===== src/rtl/float_to_int_if.sv =====
// Request/result bundle for the float_to_int converter.
// The requester drives start/a; the converter returns the integer result,
// the completion pulse, the busy indication and the two status flags.
interface float_to_int_if;
  logic        start;
  logic [31:0] a;
  logic [31:0] out;
  logic        done;
  logic        busy;
  logic        ovf;
  logic        inv;

  modport master (
    output start,
    output a,
    input  out,
    input  done,
    input  busy,
    input  ovf,
    input  inv
  );

  modport slave (
    input  start,
    input  a,
    output out,
    output done,
    output busy,
    output ovf,
    output inv
  );
endinterface


===== src/rtl/float_to_int.sv =====
// IEEE-754 single-precision to signed 32-bit integer converter.
// Truncates toward zero. The 24-bit significand is aligned by a shifter
// that moves one bit per cycle, so latency depends on the exponent.
// NaN, infinity, zero/denormal, |x| < 1 and out-of-range values bypass the
// shifter and finish two edges after acceptance.
//
// state    | meaning
// ---------+-----------------------------------------------------------
// S_IDLE   | waiting for start; operand captured on the accepting edge
// S_UNPACK | classify operand, load magnitude, shift direction and count
// S_SHIFT  | move magnitude one bit per cycle until the count is spent
// S_FINISH | apply sign or special result, update flags, pulse done
module float_to_int (
  input  logic          clk,
  input  logic          rst_n,
  float_to_int_if.slave bus
);

  typedef enum logic [1:0] {
    S_IDLE   = 2'd0,
    S_UNPACK = 2'd1,
    S_SHIFT  = 2'd2,
    S_FINISH = 2'd3
  } state_t;

  state_t r_state;
  state_t w_state_nxt;

  logic [31:0] r_a;
  logic [31:0] r_mag;
  logic [4:0]  r_cnt;
  logic        r_left;
  logic        r_sign;
  logic        r_special;
  logic [31:0] r_spec_val;
  logic        r_spec_ovf;
  logic        r_spec_inv;

  logic [31:0] r_out;
  logic        r_done;
  logic        r_ovf;
  logic        r_inv;

  logic        w_sign;
  logic [7:0]  w_exp;
  logic [22:0] w_frac;
  logic [31:0] w_sat;
  logic        w_special;
  logic [31:0] w_spec_val;
  logic        w_spec_ovf;
  logic        w_spec_inv;
  logic        w_left;
  logic [4:0]  w_cnt;

  assign w_sign = r_a[31];
  assign w_exp  = r_a[30:23];
  assign w_frac = r_a[22:0];
  assign w_sat  = w_sign ? 32'h8000_0000 : 32'h7FFF_FFFF;

  // The shifter is only used for 127 <= e <= 157, where |e-150| <= 23.
  // That distance fits in 5 bits, and 150 mod 32 = 22, so the low five
  // exponent bits are enough to form it without a wider subtract.
  assign w_left = (w_exp >= 8'd150);
  assign w_cnt  = w_left ? (w_exp[4:0] - 5'd22) : (5'd22 - w_exp[4:0]);

  // Classify the captured operand; non-special values fall through to the shifter.
  always_comb begin
    w_special  = 1'b1;
    w_spec_val = 32'h0000_0000;
    w_spec_ovf = 1'b0;
    w_spec_inv = 1'b0;
    if (w_exp == 8'd255) begin
      if (w_frac != 23'd0) begin
        w_spec_inv = 1'b1;
      end else begin
        w_spec_val = w_sat;
        w_spec_ovf = 1'b1;
      end
    end else if (w_exp == 8'd0) begin
      w_spec_val = 32'h0000_0000;
    end else if (w_exp < 8'd127) begin
      w_spec_val = 32'h0000_0000;
    end else if (w_exp >= 8'd158) begin
      // -2^31 is the one magnitude at E=31 that is still representable.
      if (w_sign && (w_exp == 8'd158) && (w_frac == 23'd0)) begin
        w_spec_val = 32'h8000_0000;
      end else begin
        w_spec_val = w_sat;
        w_spec_ovf = 1'b1;
      end
    end else begin
      w_special = 1'b0;
    end
  end

  // State register.
  always_ff @(posedge clk or negedge rst_n) begin
    if (!rst_n) begin
      r_state <= S_IDLE;
    end else begin
      r_state <= w_state_nxt;
    end
  end

  // Next-state selection.
  always_comb begin
    w_state_nxt = r_state;
    case (r_state)
      S_IDLE:   if (bus.start) w_state_nxt = S_UNPACK;
      S_UNPACK: w_state_nxt = w_special ? S_FINISH : S_SHIFT;
      S_SHIFT:  if (r_cnt == 5'd0) w_state_nxt = S_FINISH;
      S_FINISH: w_state_nxt = S_IDLE;
      default:  w_state_nxt = S_IDLE;
    endcase
  end

  // Operand capture, alignment datapath and registered results.
  always_ff @(posedge clk or negedge rst_n) begin
    if (!rst_n) begin
      r_a        <= 32'h0000_0000;
      r_mag      <= 32'h0000_0000;
      r_cnt      <= 5'd0;
      r_left     <= 1'b0;
      r_sign     <= 1'b0;
      r_special  <= 1'b0;
      r_spec_val <= 32'h0000_0000;
      r_spec_ovf <= 1'b0;
      r_spec_inv <= 1'b0;
      r_out      <= 32'h0000_0000;
      r_done     <= 1'b0;
      r_ovf      <= 1'b0;
      r_inv      <= 1'b0;
    end else begin
      r_done <= 1'b0;
      case (r_state)
        S_IDLE: begin
          if (bus.start) r_a <= bus.a;
        end
        S_UNPACK: begin
          r_sign     <= w_sign;
          r_special  <= w_special;
          r_spec_val <= w_spec_val;
          r_spec_ovf <= w_spec_ovf;
          r_spec_inv <= w_spec_inv;
          r_mag      <= {8'b0, 1'b1, w_frac};
          r_left     <= w_left;
          r_cnt      <= w_cnt;
        end
        S_SHIFT: begin
          if (r_cnt != 5'd0) begin
            r_mag <= r_left ? {r_mag[30:0], 1'b0} : {1'b0, r_mag[31:1]};
            r_cnt <= r_cnt - 5'd1;
          end
        end
        S_FINISH: begin
          if (r_special) begin
            r_out <= r_spec_val;
          end else begin
            r_out <= r_sign ? (~r_mag + 32'd1) : r_mag;
          end
          r_ovf  <= r_special & r_spec_ovf;
          r_inv  <= r_special & r_spec_inv;
          r_done <= 1'b1;
        end
        default: begin
          r_done <= 1'b0;
        end
      endcase
    end
  end

  assign bus.out  = r_out;
  assign bus.done = r_done;
  assign bus.ovf  = r_ovf;
  assign bus.inv  = r_inv;
  assign bus.busy = (r_state != S_IDLE);

endmodule


===== src/flat_wrapper.sv =====
// flat-port wrapper written by rule: the top's interface ports become plain ports
module float_to_int_flat 
  (clk, rst_n, bus_start, bus_a, bus_out, bus_done, bus_busy, bus_ovf, bus_inv);
  float_to_int_if bus_i ();
  input  logic clk;
  input  logic rst_n;
  input wire logic [$bits(bus_i.start)-1:0] bus_start;
  input wire logic [$bits(bus_i.a)-1:0] bus_a;
  output wire logic [$bits(bus_i.out)-1:0] bus_out;
  output wire logic [$bits(bus_i.done)-1:0] bus_done;
  output wire logic [$bits(bus_i.busy)-1:0] bus_busy;
  output wire logic [$bits(bus_i.ovf)-1:0] bus_ovf;
  output wire logic [$bits(bus_i.inv)-1:0] bus_inv;
  assign bus_i.start = bus_start;
  assign bus_i.a = bus_a;
  assign bus_out = bus_i.out;
  assign bus_done = bus_i.done;
  assign bus_busy = bus_i.busy;
  assign bus_ovf = bus_i.ovf;
  assign bus_inv = bus_i.inv;
  float_to_int u_core (.clk(clk), .rst_n(rst_n), .bus(bus_i));
endmodule

===== config.mk =====
export PLATFORM = sky130hd
export DESIGN_NAME = float_to_int_flat
export DESIGN_NICKNAME = d
export VERILOG_FILES = /design/src/rtl/float_to_int_if.sv /design/src/rtl/float_to_int.sv /design/src/flat_wrapper.sv
export SDC_FILE = /design/constraint.sdc
export NUM_CORES = 1
export LEC_CHECK = 0
export ABC_AREA = 1
export BUFFER_PORTS_ARGS = -buffer_cell sky130_fd_sc_hd__buf_2
export CAP_MARGIN = 40
export CORE_MARGIN = 5
export CORE_UTILIZATION = 59
export DETAILED_ROUTE_END_ITERATION = 10
export PLACE_DENSITY = 0.79
export SYNTH_ARGS = -nofsm -noshare
export SYNTH_HDL_FRONTEND = slang
export SYNTH_SLANG_ARGS = --single-unit
export TNS_END_PERCENT = 1

===== constraint.sdc =====
create_clock -name clk -period 1.85 [get_ports clk]
set_input_delay 0.37 -clock clk [delete_from_list [all_inputs] [get_ports clk]]
set_output_delay 0.37 -clock clk [all_outputs]
set_load 0.05 [all_outputs]

==> results.yml, run 1 <==
clocking:
  cts.sinks: 113
  insertion_delay_ps: 530
  cts_buffers: 17
  cts_buffer_depth: 2
  clk_pin_slew_ps: 50
  cts_tree: "built"
  cts_root_buf: "clkbuf_8"
  htreeDepth: 4
route:
  dr.pass1.iters: 8
  wire_per_inst_um: 16.12
  route.detailed.drc: 0
  vias_per_cell: 5.574
  antenna_left: 0
  drt_iter0_drc: 591
  vias: 5936
  totalWireLength_um: 17170
sta:
  maxSlewHeadroom: 0.7330
  finalSetupViolations: 0
  finalCriticalPeriod_ps: 1772
  hold_viol: 0
  fin_crit_sh: 0.9579
  fin_hold_ws_ps: 75.46
  worstMarginPinSlew_ps: 400.5
  setup_slack_ps: 77.91
  drv_slew: 0
  clock_skew_ps: 8.171
  fmax_mhz: 564.3
global_routing:
  track_usage: 0.2795
  grt_remaining_overflow: 0
  antenna_found_initial: 0
  grt_start_max_net_pins: 63
  grt_pass1_wl_um: 28820
  grt_pass1_vias: 5679
logic_synthesis:
  synth_common_cells: "nand2_1, dfrtp_1, o21ai_0"
  ys_seq_elements: 113
  synth-edff-count: 0
  async_reset_ff_frac: 1.000
  synth.most_common_cell: "nand2_1"
  synth.distinct_cells: 37
  synth_warnings: 0
  synthTopCellsByArea: "dfrtp_1, nand2_1, o21ai_0"
  synth_top_cell_by_area: "dfrtp_1"
  synthesis.area_um2: 6387
  syn_inst: 838
  synth_top_area_share: 0.4427
  synth.avg_cell_area_um2: 7.622
  syn_nets: 887
  synthFlopType: "dfrtp_1"
  seq_area_frac_synth: 0.4427
power_and_ir_drop:
  p_leak_nw: 3.718
  power.total_mw: 17.77
  peakVddDrop_v: 0.001471
  powerDensity_nw_per_um2: 2306
layout:
  fin_cells: 1065
  drive_above_1_share: 0.2054
  diodes: 0
  syn2layout_area_growth_pct: 20.69
  fillers: 869
  layout.nets: 961
placement:
  dp.cells: 1030
  dp_hpwl_um: 12010
  finalWeightedCongestion: 0.9521
  io_buffers: 70
  post-place-ws_ps: 144.4
floorplanning:
  die_w_um: 114.1
  start_util: 0.5944
  die_area_um2: 13010
  rows: 38
  pin_count: 71
  die_h_um: 114.1
  core_um2: 10750
status:
  outcome: "completed"
worst_setup_path:
  crit_start: "u_core.r_state[1]"
  end_kind: "output port"
  cp.required_ps: 1480
  cp.arrival_ps: 1400
  crit_type: "reg2out"
  worstPathMaxFanout: 5
  reg2reg_from: "u_core.r_state[1]"
  start_kind: "flop"
  ff2ff_setup_slack_ps: 90
min_path:
  hold_path.class: "in2reg"
  min_from: "bus_a[29]"
run:
  cap_violations: 0
## final cells by class
| type | instances | area (um^2) | share of cell area |
|---|---|---|---|
| clock buffers | 23 | 486.7 | 0.06314 |
| inverters | 86 | 322.8 | 0.04188 |
| multi-input cells | 597 | 3067 | 0.3978 |
| well taps | 140 | 175.2 | 0.02272 |
| flip-flops and latches | 113 | 2829 | 0.3670 |
| repair buffers | 97 | 676.9 | 0.08781 |
| clock inverters | 9 | 151.4 | 0.01964 |
## critical path, stage by stage (launching register included)
cell	delay, ps
dfrtp_1	360
inv_2	80
ha_4	160
inv_1	100
buf_6	170
## cell usage in the layout (no fill, tap or decap), types with 3 or more instances in the layout
master,n
a21oi_1,91
a21oi_2,5
buf_12,9
buf_2,68
buf_4,18
bufinv_16,4
clkbuf_16,16
clkbuf_8,6
clkinv_2,3
dfrtp_1,112
ha_1,12
inv_1,71
inv_2,15
mux2_2,5
nand2_1,147
nand2_2,7
nand3_1,55
nand3_2,5
nand4_1,15
nor2_1,99
nor2_2,7
nor2_4,4
o211ai_1,8
o21ai_0,103
o21ai_1,5
o21ai_2,3
xor2_1,5
## worst paths after layout
kind | to | depth (start not counted)
worst max-delay path | bus_busy | 4
worst min-delay path | u_core.r_a[29] | 2
worst max register to register | u_core.r_mag[28] | 8
worst min register to register | u_core.r_spec_val[31] | 2
max in group asynchronous | u_core.r_a[23] | 3
min in group asynchronous | u_core.bus.out[11] | 2
## power by group
part           internal [mW]  total, mW  switching, mW
clock network           2.36       3.50           1.14
logic                   3.01       9.52           6.51
registers               3.72       4.75           1.04
total                   9.08       17.8           8.69
## what timing repair did
item	in CTS	in global routing
hold buffers	1	0
endpoints found under the hold margin	113	0
setup buffers	2	0
resized for setup	3	9
endpoints found under the setup margin	1	9
## stage by stage
step                  util  cell area (um^2)  TNS (ps)
CTS                 0.7146              7679         0
detailed placement  0.6524              7010         0
global placement    0.6524              7010         0
finish              0.7174              7709         0
global route        0.7174              7709    -25.53
floorplan                -              6387         0
## state kept, by name (all words and copies together), names as in the netlist
name	count
u_core.bus.done	1
u_core.bus.inv	1
u_core.bus.out	32
u_core.bus.ovf	1
u_core.r_a	32
u_core.r_cnt	5
u_core.r_left	1
u_core.r_mag	32
u_core.r_sign	1
u_core.r_spec_inv	1
u_core.r_spec_ovf	1
u_core.r_spec_val	2
u_core.r_special	1
u_core.r_state	2
## logic make-up (layout without fill, tap and decap cells)
group                    Yosys count  after routing  share of synthesized area
AO/OA/AOI/OAI                    224            224                     0.1880
XOR/XNOR                           6              6                   0.008227
adder cells (fa/ha/maj)           14             14                    0.02742
buffers and inverters            128            215                    0.08247
flip-flops                       113            113                     0.4427
multiplexers                       5              5                   0.008814
AND/OR/NAND/NOR                  348            348                     0.2423
## layer usage
layer  vias up  GRT usage  share of wire
li1       2926          -              -
met5         -          0              0
met3        29    0.05867          0.067
met1      2774     0.4089           0.45
met4         0    0.07363          0.018
met2       207     0.4262           0.46
Power figures use the tool's default switching activity.
==> run 2, diff against run 1 <==
--- a/config.mk
+++ b/config.mk
@@ -8,7 +8,7 @@
 export ABC_AREA = 1
 export BUFFER_PORTS_ARGS = -buffer_cell sky130_fd_sc_hd__buf_2
 export CAP_MARGIN = 40
-export CORE_MARGIN = 5
+export CORE_ASPECT_RATIO = 0.9
 export CORE_UTILIZATION = 59
 export DETAILED_ROUTE_END_ITERATION = 10
 export PLACE_DENSITY = 0.79
==> results.yml, run 2 (same netlist as run 1, synthesis figures left out) <==
status:
  outcome: "complete, but fails checks"
  violations: "DRC"
worst_setup_path:
  cp_cell_sequence: "inv_1 -> ha_2 -> inv_1 -> buf_4"
  start_kind: "flop"
  path_delay_family: "flip-flops"
  reg2reg_from: "u_core.r_state[0]"
  reg2regPathDepth: 8
  rr_endpoint: "u_core.r_cnt[2]"
  cp.required_ps: 1480
  crit_start: "u_core.r_state[0]"
  crit_top_cell: "inv_1"
  cp.arrival_ps: 1450
  end_kind: "output port"
  crit_type: "reg2out"
  path_buf_inv: 3
  worstPathMaxFanout: 5
  slowest_stage: "dfrtp_1"
  ff2ff_setup_slack_ps: 100
  cpPeakStageDelay_ps: 430
floorplanning:
  start_util: 0.6154
  core_um2: 10380
  rows: 35
  die_h_um: 100.7
  die_w_um: 111.7
  die_area_um2: 11250
  pin_count: 71
route:
  vias: 6062
  dr.pass1.iters: 8
  totalWireLength_um: 17320
  route.detailed.drc: 4
  wire_per_inst_um: 16.45
  vias_per_cell: 5.757
  drt_iter0_drc: 565
  antenna_left: 0
min_path:
  worst_hold_path.endpoint: "u_core.r_a[30]"
  hold_path.class: "in2reg"
  min_from: "bus_a[30]"
  min_path_cells: 2
sta:
  worstMarginPinSlew_ps: 460.7
  clock_skew_ps: 7.035
  drv_slew: 0
  fmax_mhz: 548.1
  finalCriticalPeriod_ps: 1824
  hold_viol: 0
  rsz0062_at_grt: "true"
  maxSlewHeadroom: 0.6896
  fin_crit_sh: 0.9861
  finalSetupViolations: 0
global_routing:
  grt_pass1_wl_um: 28390
  track_usage: 0.3275
  antenna_found_initial: 0
  grt_remaining_overflow: 0
  grt_pass1_vias: 5586
  grt_start_max_net_pins: 56
clocking:
  cts.sinks: 113
  cts_buffers: 17
  cts_buffer_depth: 2
  insertion_delay_ps: 420
  cts_tree: "built"
  htreeDepth: 4
  cts_root_buf: "clkbuf_16"
  clk_pin_slew_ps: 60
layout:
  drive_above_1_share: 0.2045
  final_cell_mix: "nand2_1, dfrtp_1, o21ai_0"
  fin_cells: 1053
  diodes: 0
  final_common_cell: "nand2_1"
  syn2layout_area_growth_pct: 19.82
  layout.nets: 960
  fillers: 793
placement:
  io_buffers: 70
  dp_hpwl_um: 12330
  dp.cells: 1018
  finalWeightedCongestion: 0.8702
run:
  cap_violations: 0
==> run 2: cell count changes in the layout (fill, tap and decap cells not counted), sizes merged <==
cell,change
clkbuf,-3
clkinvlp,+2
buf,-1
bufinv,+1
clkinv,-1
inv,+1
==> run 2: worst max path at each step <==
stage | cells past startpoint | to | slack [ps]
detailed placement | 10 | u_core.bus.out[22] | 120
finish | 4 | bus_busy | 30
global route | 10 | u_core.bus.out[14] | -20
global placement | 10 | u_core.bus.out[28] | 220
floorplan | 8 | u_core.r_mag[24] | 260
CTS | 4 | bus_busy | 10
==> run 2: layer usage <==
layer	vias to the layer above	track usage	wire [um]
met5	-	0	0
met4	0	0.1279	440
met3	35	0.05352	1028
met2	253	0.5151	7914
met1	2861	0.4572	7937
li1	2913	-	-
==> run 2: cell type report <==
cell class                 count  area [um^2]  share of cell area
clock inverter                12        203.9             0.02665
tap                          129        161.4             0.02109
multi-input combinational    597         3053              0.3989
sequential                   113         2828              0.3695
inverter                      86        322.8             0.04218
timing repair buffer          96        628.1             0.08207
clock buffer                  20        456.7             0.05967
==> run 2: per-stage QoR <==
| stage | instance area, um^2 | util | setup WS [ps] | TNS (ps) | hold slack [ps] |
|---|---|---|---|---|---|
| floorplan | 6387 | - | 262.6 | 0 | 74.41 |
| global placement | 6952 | 0.6698 | 219.9 | 0 | 212.3 |
| detailed placement | 6952 | 0.6698 | 119.8 | 0 | 221.8 |
| CTS | 7625 | 0.7347 | 9.998 | 0 | 187.1 |
| global route | 7654 | 0.7374 | -18.66 | -30.68 | 185.7 |
| finish | 7654 | 0.7374 | 25.67 | 0 | 186.8 |
==> run 2: what timing repair did <==
| action | CTS | global route |
|---|---|---|
| setup endpoints to repair | 1 | 16 |
| hold buffers | 1 | 0 |
| gates resized for setup | 1 | 9 |
| pin swaps | 0 | 0 |
| buffers inserted | 0 | 2 |
| hold endpoints to repair | 8 | 0 |
Power of run 2 is left out: the tool's default activity adds up to more than one toggle a clock period on the data nets, which glitch-free logic cannot reach.
